`src/rtl/mmio_button_poller.sv`:
```
// N-channel memory-mapped push-button controller: per-channel synchroniser, debouncer,
// press counter with ready/overrun flags, polled by the CPU or signalled through irq.
module mmio_button_poller #(
    parameter int N_CHAN          = 4,
    parameter int DEBOUNCE_CYCLES = 16,
    parameter bit BTN_ACTIVE_LOW  = 1'b0,
    parameter int OFS_W           = 5
) (
    input  logic              clk,
    input  logic              rst_n,
    input  logic [N_CHAN-1:0] btn_in,
    input  logic              sel,
    input  logic [OFS_W-1:0]  addr,
    input  logic              rd_en,
    input  logic              wr_en,
    input  logic [15:0]       wdata,
    output logic [15:0]       rdata,
    output logic              irq
);

    localparam int CNT_W = (DEBOUNCE_CYCLES > 1) ? $clog2(DEBOUNCE_CYCLES) : 1;
    localparam logic [CNT_W-1:0] CNT_LAST = CNT_W'(DEBOUNCE_CYCLES - 1);

    localparam logic [OFS_W-1:0] OFS_STATUS   = OFS_W'(0);
    localparam logic [OFS_W-1:0] OFS_OVERRUN  = OFS_W'(1);
    localparam logic [OFS_W-1:0] OFS_IRQ_MASK = OFS_W'(2);

    logic [N_CHAN-1:0] sync_p0, sync_p1;
    logic [N_CHAN-1:0] deb, press_p2;
    logic [CNT_W-1:0]  db_cnt [N_CHAN];
    logic [N_CHAN-1:0] ready, overrun, irq_mask;
    logic [15:0]       count [N_CHAN];

    logic [N_CHAN-1:0] flip, ack, w1c;
    logic [N_CHAN-1:0] ready_next, overrun_next, mask_next;
    logic              wdata_unused;

    assign wdata_unused = ^wdata;

    // Debounced state takes the synced level once it has differed for DEBOUNCE_CYCLES samples
    always_comb begin
        flip = '0;
        for (int i = 0; i < N_CHAN; i++) begin
            flip[i] = (sync_p1[i] != deb[i]) && (db_cnt[i] == CNT_LAST);
        end
    end

    // Stage p0/p1: synchroniser, polarity folded in so level 1 always means pressed
    always_ff @(posedge clk or negedge rst_n) begin
        if (!rst_n) begin
            sync_p0 <= '0;
            sync_p1 <= '0;
        end else begin
            sync_p0 <= btn_in ^ {N_CHAN{BTN_ACTIVE_LOW}};
            sync_p1 <= sync_p0;
        end
    end

    // Stage p2: debounce counters; press_p2 marks a debounced 0->1 transition
    always_ff @(posedge clk or negedge rst_n) begin
        if (!rst_n) begin
            deb      <= '0;
            press_p2 <= '0;
            for (int i = 0; i < N_CHAN; i++) db_cnt[i] <= '0;
        end else begin
            deb      <= deb ^ flip;
            press_p2 <= flip & ~deb;
            for (int i = 0; i < N_CHAN; i++) begin
                if ((sync_p1[i] == deb[i]) || flip[i]) db_cnt[i] <= '0;
                else                                   db_cnt[i] <= db_cnt[i] + 1'b1;
            end
        end
    end

    // A press on the same edge as its ack wins for ready, but the read still clears overrun
    always_comb begin
        ack = '0;
        w1c = '0;
        for (int i = 0; i < N_CHAN; i++) begin
            ack[i] = sel && rd_en && (addr == OFS_W'(4 + i));
        end
        if (sel && wr_en && (addr == OFS_OVERRUN)) w1c = wdata[N_CHAN-1:0];
        mask_next = (sel && wr_en && (addr == OFS_IRQ_MASK)) ? wdata[N_CHAN-1:0] : irq_mask;
        ready_next   = (ready & ~ack) | press_p2;
        overrun_next = (overrun & ~w1c & ~ack) | (press_p2 & ready & ~ack);
    end

    // Stage p3: architectural registers visible on the bus
    always_ff @(posedge clk or negedge rst_n) begin
        if (!rst_n) begin
            ready    <= '0;
            overrun  <= '0;
            irq_mask <= '0;
            irq      <= 1'b0;
            for (int i = 0; i < N_CHAN; i++) count[i] <= '0;
        end else begin
            ready    <= ready_next;
            overrun  <= overrun_next;
            irq_mask <= mask_next;
            irq      <= |(ready_next & mask_next);
            for (int i = 0; i < N_CHAN; i++) begin
                if (press_p2[i]) count[i] <= count[i] + 16'd1;
            end
        end
    end

    always_comb begin
        rdata = '0;
        if (sel) begin
            if (addr == OFS_STATUS) begin
                rdata[N_CHAN-1:0] = ready;
            end else if (addr == OFS_OVERRUN) begin
                rdata[N_CHAN-1:0] = overrun;
            end else if (addr == OFS_IRQ_MASK) begin
                rdata[N_CHAN-1:0] = irq_mask;
            end else begin
                for (int i = 0; i < N_CHAN; i++) begin
                    if (addr == OFS_W'(4 + i)) rdata = count[i];
                end
            end
        end
    end

endmodule

```
`config.mk`:
```
export PLATFORM = sky130hd
export DESIGN_NAME = mmio_button_poller
export DESIGN_NICKNAME = d
export VERILOG_FILES = /design/src/rtl/mmio_button_poller.sv
export SDC_FILE = /design/constraint.sdc
export NUM_CORES = 1
export LEC_CHECK = 0
export ABC_AREA = 1
export ABC_CLOCK_PERIOD_IN_PS = 3100
export CORE_AREA = 3 3 85 147
export DETAILED_ROUTE_END_ITERATION = 6
export DIE_AREA = 0 0 88 150
export PLACE_DENSITY = 0.63
export SLEW_MARGIN = 40
export SYNTH_ARGS = -nofsm -noshare
export SYNTH_HDL_FRONTEND = slang
export SYNTH_SLANG_ARGS = --single-unit
```
`constraint.sdc`:
```
create_clock -name clk -period 3.1 [get_ports clk]
set_input_delay 0.62 -clock clk [delete_from_list [all_inputs] [get_ports clk]]
set_output_delay 0.62 -clock clk [all_outputs]
set_load 0.05 [all_outputs]
```
# After elaboration in Yosys (flattened, before gate mapping)

Cells that the tools add are included.
Widths: inputs -> output; s select.

$add $sub $neg: 8
Equal/unequal tests: 18
Multiplexer cells: 17
Bitwise operators: 13
Reduce and logical (&&, ||, !) cells: 18

Operators with widths:

| kind                  | number |
|---|---|
| $mux 16               | 5 |
| $add 16x1->16 const B | 4 |
| $mux 12               | 3 |
| $mux 4                | 9 |
| $and 4x4->4           | 7 |
| $eq 5x3->1 const B    | 4 |
| $add 4x1->4 const B   | 4 |
| $eq 4x4->1 const B    | 4 |
| $logic_and 1x1->1     | 12 |
| $not 4->4             | 3 |
| $or 4x4->4            | 2 |
| $eq 5x1->1 const B    | 1 |
| $eq 5x2->1 const B    | 1 |
| $logic_not 5->1       | 1 |
| $eq 1x1->1            | 4 |
| $logic_or 1x1->1      | 4 |
| $ne 1x1->1            | 4 |
| $reduce_or 4->1       | 1 |
| $xor 4x4->4           | 1 |

Flip-flop bits (word level): 109
Input bits: 30
Output and inout bits: 17
Logic and storage cells: 90

# Depth between registers and ports, before layout

Gate-level depths: netlist of run 1.

Depth in word-level cells: 9
Gate-level depth with buffers: 10
Mapped depth without buffers: 10

# Worst setup path before layout of run 1

No wires, ideal clock.

Path type: input to output
From: input addr[3]
To: output rdata[13]
Arrival time: 2.369 ns
Data required time: 2.480 ns
Slack: 0.111 ns
Cell stages on the path: 7
Path buffers: 0
Cell sequence: inv_1 > nand2_2 > nor2_4 > nand2_2 > o22ai_1 > nor2_1 > nor3_1

Word-level cells in the longest chain between the ends: 9
Elaborated cells between the ends (all ways): 15
Those cells by class: 6 x eq/ne; 8 x mux; 1 x reduce/logical

RTL lines:

| what                 | RTL line | RTL |
|---|---|---|
| start: declaration   | 13       | `input logic [OFS_W-1:0] addr,` |
| $eq 5x3->1           | 118      | `if (addr == OFS_W'(4 + i)) rdata = count[i];` |
| $mux 16 (4 in a row) | 118      |  |
| $mux 12              | 114      | `end else if (addr == OFS_IRQ_MASK) begin` |
| $mux 12              | 112      | `end else if (addr == OFS_OVERRUN) begin` |
| $mux 12 (*)          | 110      | `if (addr == OFS_STATUS) begin` |
| $mux 16 (*)          | 109      | `if (sel) begin` |
| end: declaration     | 17       | `output logic [15:0] rdata,` |

Every way passes the cells marked *; elsewhere a longest branch is shown, timed or not.

# Final worst setup path of run 1

From: input addr[1]
To: output rdata[7]

Same word-level chain as after synthesis.

==> metrics.md, run 1 <==
| Metric | Value |
|---|---|
| Row count | `52` |
| Critical path fanouts, max | `6` |
| Worst vdd ir | `0.000272 V` |
| Worst setup path category | `input port to primary output` |
| Drt drc | `0` |
| Synth-to-Final Area Change | `21.1%` |
| Initial antenna violation count | `0` |
| Worst setup SP type | `input port` |
| Final nets | `around 720` |
| Slew @ Worst Pin | `about 630 ps` |
| Clock Path Buffers | `2` |
| Synthesized area | `between 5000 and 6000 sq um` |
| GRT Total Usage | `between 10% and 20%` |
| Die width | `88 um` |
| # H-tree levels | `3` |
| Grt ovf | `0` |
| MaxCap Viol Count | `0` |
| Initial DRC count | `roughly 190` |
| Layout cells sized above 1 | `between 15 and 20%` |
| Rel. slew slack | `around three fifths` |
| Cell Chain, Critical Path | `dlygate4sd2_1, inv_1, nand3_1, inv_1, nor3_4, o21ai_1, a31oi_1, buf_4, buf_12` |
| Power per cell area | `432 nW/um^2` |
| Hold Slack | `288 ps` |
| Setup TNS | `0 ps` |
| Sink Count | `109` |
| HPWL after detailed placement | `8910 um` |
| Crit-path slowest cell | `dlygate4sd2_1` |
| Clk root buf | `clkbuf_16` |
| First-pass GRT wire length | `19800 um` |
| Outcome | `completed` |
| Final ANT Viol Nets | `0` |
| Setup violations, final | `0` |
| Drt total wl | `roughly 12000 um` |
| CTS Hold Bufs | `0` |
| Vias in the first global route | `4373` |
| Synth unique cells | `35` |
| Register area share after synthesis | `50.1%` |
| Drt via density | `slightly above 5` |
| Post-Synthesis Cells | `618` |
| Clock-pin slew on the worst setup and hold paths | `~70 ps` |
| CP delay by family, top | `buffers and inverters` |
| Crit path buf inv count | `5` |
| Hold Fails Final Rpt | `0` |
| Slew Viols, Final | `0` |
| Post-Syn Nets | `about 660` |
| Gpl congestion | `approximately 0.84` |
| Tcrit/Tclk final | `between 90 and 100%` |
| WL per Instance | `between 10 and 15 um` |
| Pin count of the biggest net entering global routing | `61` |
| Hold WC Path Type | `input port to async pin` |
| YS warnings | `0` |
| Via count | `~4100` |
| Clk_skew | `about 8.6 ps` |
| Most used cell along the critical path | `inv_1` |
| RSZ-0062 raised after global routing | `no` |
| Critical Path Max Stage Delay | `just under 400 ps` |
| Final min period | `slightly below 3000 ps` |
| Die ar. | `roughly 13000 sq um` |
| WP data arrival | `~2300 ps` |
| Syn Area/Cell | `between 8 and 9 sq um` |
| Diode count | `0` |
| Clock latency on the worst-skew pair | `350 ps` |
| Crit. End Element | `primary output` |
| Static Leak | `~3.3 nW` |
| Inserted Clock Buffers | `9` |
| Core Area | `~12000 sq um` |
| Ports | `47` |
| Initial DRT Pass Iterations | `4` |
| CTS tree | `built` |
| Worst EP required | `2480 ps` |
| PortBufs | `34` |
| Die height | `approximately 150 um` |
| Seq cells post-synth | `around 110` |
| Fmax achieved | `approximately 0.35 GHz` |
| Starting density of the core | `a little under half` |
-- layout by cell type, fill, tap and decap left out, types with 5 or more instances in the layout --
cell type	n
nor2_2	10
o21ai_1	7
xor2_1	56
nand4_1	5
nand3_1	40
o22ai_1	10
dfrtp_1	109
o21ai_2	7
nor2_1	44
clkbuf_16	9
xnor2_1	12
nand2_1	133
a21oi_1	12
nor3_1	16
o21ai_0	19
inv_1	80
buf_12	18
a21oi_2	6
ha_1	8
buf_4	18
nor2_4	6
clkdlybuf4s50_1	12
-- per-stage QoR --
step | cell area [sq um] | std cells | setup WS [ps] | total power, mW | utilization, %
floorplan | 5450 | 618 | 111 | 1.64 | -
global route | 6600 | 819 | 136 | 2.97 | 57.3
detailed placement | 6210 | 799 | -71.3 | 1.76 | 53.9
global placement | 6210 | 799 | -57.1 | 1.75 | 53.9
finish | 6600 | 819 | 217 | 2.85 | 57.3
CTS | 6530 | 816 | -6.35 | 2.88 | 56.7
-- metal layers --
metal	global-route usage, %	up-vias	routed length, um
li1	-	2065	-
met1	22.4	1961	4670
met2	34.0	71	6260
met3	3.20	27	330
met4	8.76	0	393
met5	0	-	0
-- sequential cells by signal (all words and copies together) (netlist names), named ones only --
name      cells
count        64
db_cnt       16
irq           1
irq_mask      4
overrun       4
press_p2      4
ready         4
sync_p0       4
sync_p1       4
-- report_power, final --
part | internal [mW] | switching (mW)
logic | 0.0938 | 0.149
registers | 1.47 | 0.0272
clock network | 0.559 | 0.555
total | 2.12 | 0.731
-- final timing paths --
| check | cells past startpoint | startpoint | to | slack [ps] |
|---|---|---|---|---|
| min in group clk | 0 | sync_p0[2]$_DFF_PN0_ | sync_p1[2]$_DFF_PN0_ | 350 |
| max | 9 | addr[1] | rdata[7] | 220 |
| min reg2reg | 0 | sync_p0[2]$_DFF_PN0_ | sync_p1[2]$_DFF_PN0_ | 350 |
| max in group asynchronous | 2 | rst_n | count[24]$_DFFE_PN0P_ | 2060 |
| min | 1 | rst_n | count[32]$_DFFE_PN0P_ | 290 |
| max reg2reg | 9 | press_p2[2]$_DFF_PN0_ | count[29]$_DFFE_PN0P_ | 1460 |
-- logic make-up after synthesis --
group | after synthesis | share of synthesized area, %
simple gates | 277 | 23.7
flops | 109 | 50.1
buf+inv | 92 | 6.78
xor+xnor | 68 | 10.9
compound gates | 64 | 6.71
fa+ha+maj | 8 | 1.84
-- Yosys cell counts (all sizes together) --
| cell | n | area, sq um |
|---|---|---|
| and3 | 1 | 6.26 |
| ha | 8 | 100 |
| or2 | 5 | 31.3 |
| a31oi | 1 | 6.26 |
| buf | 5 | 42.5 |
| dfrtp | 109 | 2730 |
| nor2 | 60 | 288 |
| nor3 | 21 | 136 |
| o21bai | 1 | 7.51 |
| a21oi | 18 | 90.1 |
| o21ai | 33 | 191 |
| nand2 | 139 | 542 |
| o22ai | 10 | 62.6 |
| xnor2 | 12 | 105 |
| inv | 86 | 323 |
| nand3b | 3 | 22.5 |
| nand4 | 6 | 43.8 |
| xor2 | 56 | 490 |
| clkinv | 1 | 3.75 |
| nand3 | 42 | 220 |
| a21boi | 1 | 7.51 |
-- timing repair --
action                     4_1_cts  5_1_grt
setup endpoints to repair        8       16
gates resized for setup          7       15
setup buffers                    1        3
pin swaps                        1        2
cloned                           0        0
-- cell type report --
type                            count  area [sq um]
Inverter                           87           332
Sequential cell                   109          2730
Clock buffer                        9           225
Timing Repair Buffer               55           691
Fill cell                        1054          4920
Multi-Input combinational cell    417          2400
Tap cell                          135           169
Clock inverter                      7          57.6
Note: power is estimated with default switching activity, not from simulation.
==> run 2: changes to the inputs <==
--- a/config.mk
+++ b/config.mk
@@ -7,10 +7,10 @@
 export LEC_CHECK = 0
 export ABC_AREA = 1
 export ABC_CLOCK_PERIOD_IN_PS = 3100
-export CORE_AREA = 3 3 85 147
+export CORE_AREA = 3 3 75 131
 export DETAILED_ROUTE_END_ITERATION = 6
-export DIE_AREA = 0 0 88 150
-export PLACE_DENSITY = 0.63
+export DIE_AREA = 0 0 78 134
+export PLACE_DENSITY = 0.79
 export SLEW_MARGIN = 40
 export SYNTH_ARGS = -nofsm -noshare
 export SYNTH_HDL_FRONTEND = slang
==> run 2 against run 1 <==
Against the previous run:
- the flow now finishes with violations (DRC)
- via count is 4.0% higher
- clock-buffer cell count is 1 higher
- first-iteration DRC count rose by 37%
- worst hold slack lost 4.6 ps
- clock power about the same
- core utilization grew 15 points
- register-to-register slack worse by 70 ps
- critical path depth increased by 3
- combinational power hardly changed
- critical path type unchanged
==> metrics.md, run 2 (synthesis results as in run 1) <==
| Metric | Value |
|---|---|
| Final worst slack | `about 80 ps` |
| Slew @ Worst Pin | `between 600 and 700 ps` |
| Critical Path Max Stage Delay | `~480 ps` |
| Met2 wire len | `roughly 6500 um` |
| Hold WC Path Type | `input port to async pin` |
| Violated checks | `DRC` |
| Crit. End Element | `primary output` |
| Stages on worst setup path | `12` |
| Dpl ws | `-49.3 ps` |
| Crit path buf inv count | `4` |
| Layout cells sized above 1 | `14.5%` |
| Row count | `46` |
| Die ar. | `approximately 10000 sq um` |
| Outcome | `finished, violations left` |
| Worst vdd ir | `about 0.00034 V` |
| Hold Fails Final Rpt | `0` |
| Pin count of the biggest net entering global routing | `between 60 and 70` |
| M1 WL | `around 4400 um` |
| Clock Path Buffers | `2` |
| Rel. slew slack | `around three fifths` |
| Largest Register | `count` |
| Final ANT Viol Nets | `0` |
| Initial DRT Pass Iterations | `7` |
| Sink Count | `between 100 and 150` |
| Drt drc | `1` |
| Fin util | `between 70 and 80%` |
| Worst r2r src | `count[0]$_DFFE_PN0P_` |
| WL per Instance | `approximately 15 um` |
| Crit-path slowest cell | `clkdlybuf4s50_1` |
| GRT Total Usage | `23.7%` |
| Fmax achieved | `approximately 0.33 GHz` |
| Clk root buf | `clkbuf_16` |
| Die height | `~130 um` |
| Setup violations, final | `0` |
| Largest regs | `count (64), db_cnt (16)` |
| Initial antenna violation count | `0` |
| Initial DRC count | `265` |
| Finished Layout Cells | `801` |
| DR top layer | `met4` |
| Final nets | `714` |
| Most used cell along the critical path | `nand2_1` |
| Worst EP required | `between 2000 and 2500 ps` |
| Worst setup path category | `input port to primary output` |
| Vias in the first global route | `between 4000 and 5000` |
| Static Leak | `roughly 3.2 nW` |
| Commonest non-fill, non-tap cell in the layout | `nand2_1` |
| HPWL after detailed placement | `just under 9000 um` |
| R2R depth | `8` |
| Cell Chain, Critical Path | `clkdlybuf4s50_1, inv_2, nand2_4, nor2_4, buf_4, nand3_1, nand2_1, nand2_1, nand3_1, nand2_1, a21oi_1, buf_12` |
| Max FFs per register | `64` |
| MaxCap Viol Count | `0` |
| PortBufs | `34` |
| Clk_skew | `about 5.4 ps` |
| End of the worst register-to-register path | `count[12]$_DFFE_PN0P_` |
| Slew Viols, Final | `0` |
| Grt ovf | `0` |
| Core Area | `~9000 sq um` |
| Synth-to-Final Area Change | `19.6%` |
| Overall power | `about 2.8 mW` |
| Via count | `4291` |
| Die width | `between 70 and 80 um` |
| Setup slack, reg-to-reg | `approximately 1400 ps` |
| WP data arrival | `2400 ps` |
| CP delay by family, top | `buffers and inverters` |
| Tcrit/Tclk final | `97.4%` |
| Diode count | `0` |
| Final min period | `just over 3000 ps` |
| Starting density of the core | `between 60% and 70%` |
| CTS tree | `built` |
| Clock-pin slew on the worst setup and hold paths | `around 70 ps` |
| Critical path fanouts, max | `6` |
| Placed Instances | `around 780` |
| Inserted Clock Buffers | `9` |
| Worst setup SP type | `input port` |
| Metal3 WL | `roughly 370 um` |
| Gpl congestion | `0.921` |
| Commonest non-fill, non-tap cells in the layout | `nand2_1, dfrtp_1, inv_1` |
| # H-tree levels | `3` |
| Drt via density | `about 5.4` |
| Ports | `47` |
| First-pass GRT wire length | `between 15000 and 20000 um` |
| Power per cell area | `roughly 430 nW/um^2` |
| Drt total wl | `approximately 12000 um` |
| Clock latency on the worst-skew pair | `350 ps` |
run 2: worst max-delay path by stage:
stage	from	endpoint	slack [ps]
2_1_floorplan	addr[3]	rdata[13]	110
3_3_place_gp	addr[1]	rdata[3]	8
3_5_place_dp	addr[1]	rdata[3]	-50
4_1_cts	addr[2]	rdata[13]	5
5_1_grt	addr[3]	rdata[0]	-5
6_report	addr[3]	rdata[0]	80
run 2: repair_timing:
item	CTS	global route
endpoints found under the setup margin	6	14
buffers inserted	0	2
pin swaps	1	3
cloned	0	0
resized for setup	2	11
hold buffers	0	0
run 2: worst register-to-register path, cell delays in order, from the launching register on:
cell and delay (ps):
dfrtp_1 430, ha_1 190, nand3_1 70, nor2_1 170, nand3_1 200, nor2_2 210
nand3_1 110, xor2_1 160, inv_1 50
run 2: cell type report:
type                       count  area [sq um]
sequential                   109          2730
fill                         682          2460
multi-input combinational    417          2390
timing repair buffer          52           647
inverter                      87           329
clock buffer                  10           229
tap                          120           150
clock inverter                 6          47.5
run 2: routing by layer:
metal,vias up,track usage [%]
li1,2068,-
met1,2080,26.5
met2,108,43.2
met3,35,3.90
met4,0,11.4
met5,-,0
run 2: power breakdown:
| part | switching, mW | internal, mW | total, mW |
|---|---|---|---|
| sequential | 0.0276 | 1.47 | 1.49 |
| clock | 0.527 | 0.553 | 1.08 |
| combinational | 0.148 | 0.0914 | 0.240 |
run 2: metrics by stage:
| stage | TNS [ps] | hold WS, ps | area (sq um) |
|---|---|---|---|
| 2_1_floorplan | 0 | 324 | 5450 |
| 6_report | 0 | 283 | 6520 |
| 4_1_cts | 0 | 307 | 6460 |
| 3_5_place_dp | -144 | 337 | 6190 |
| 3_3_place_gp | 0 | 334 | 6190 |
| 5_1_grt | -4.79 | 323 | 6520 |
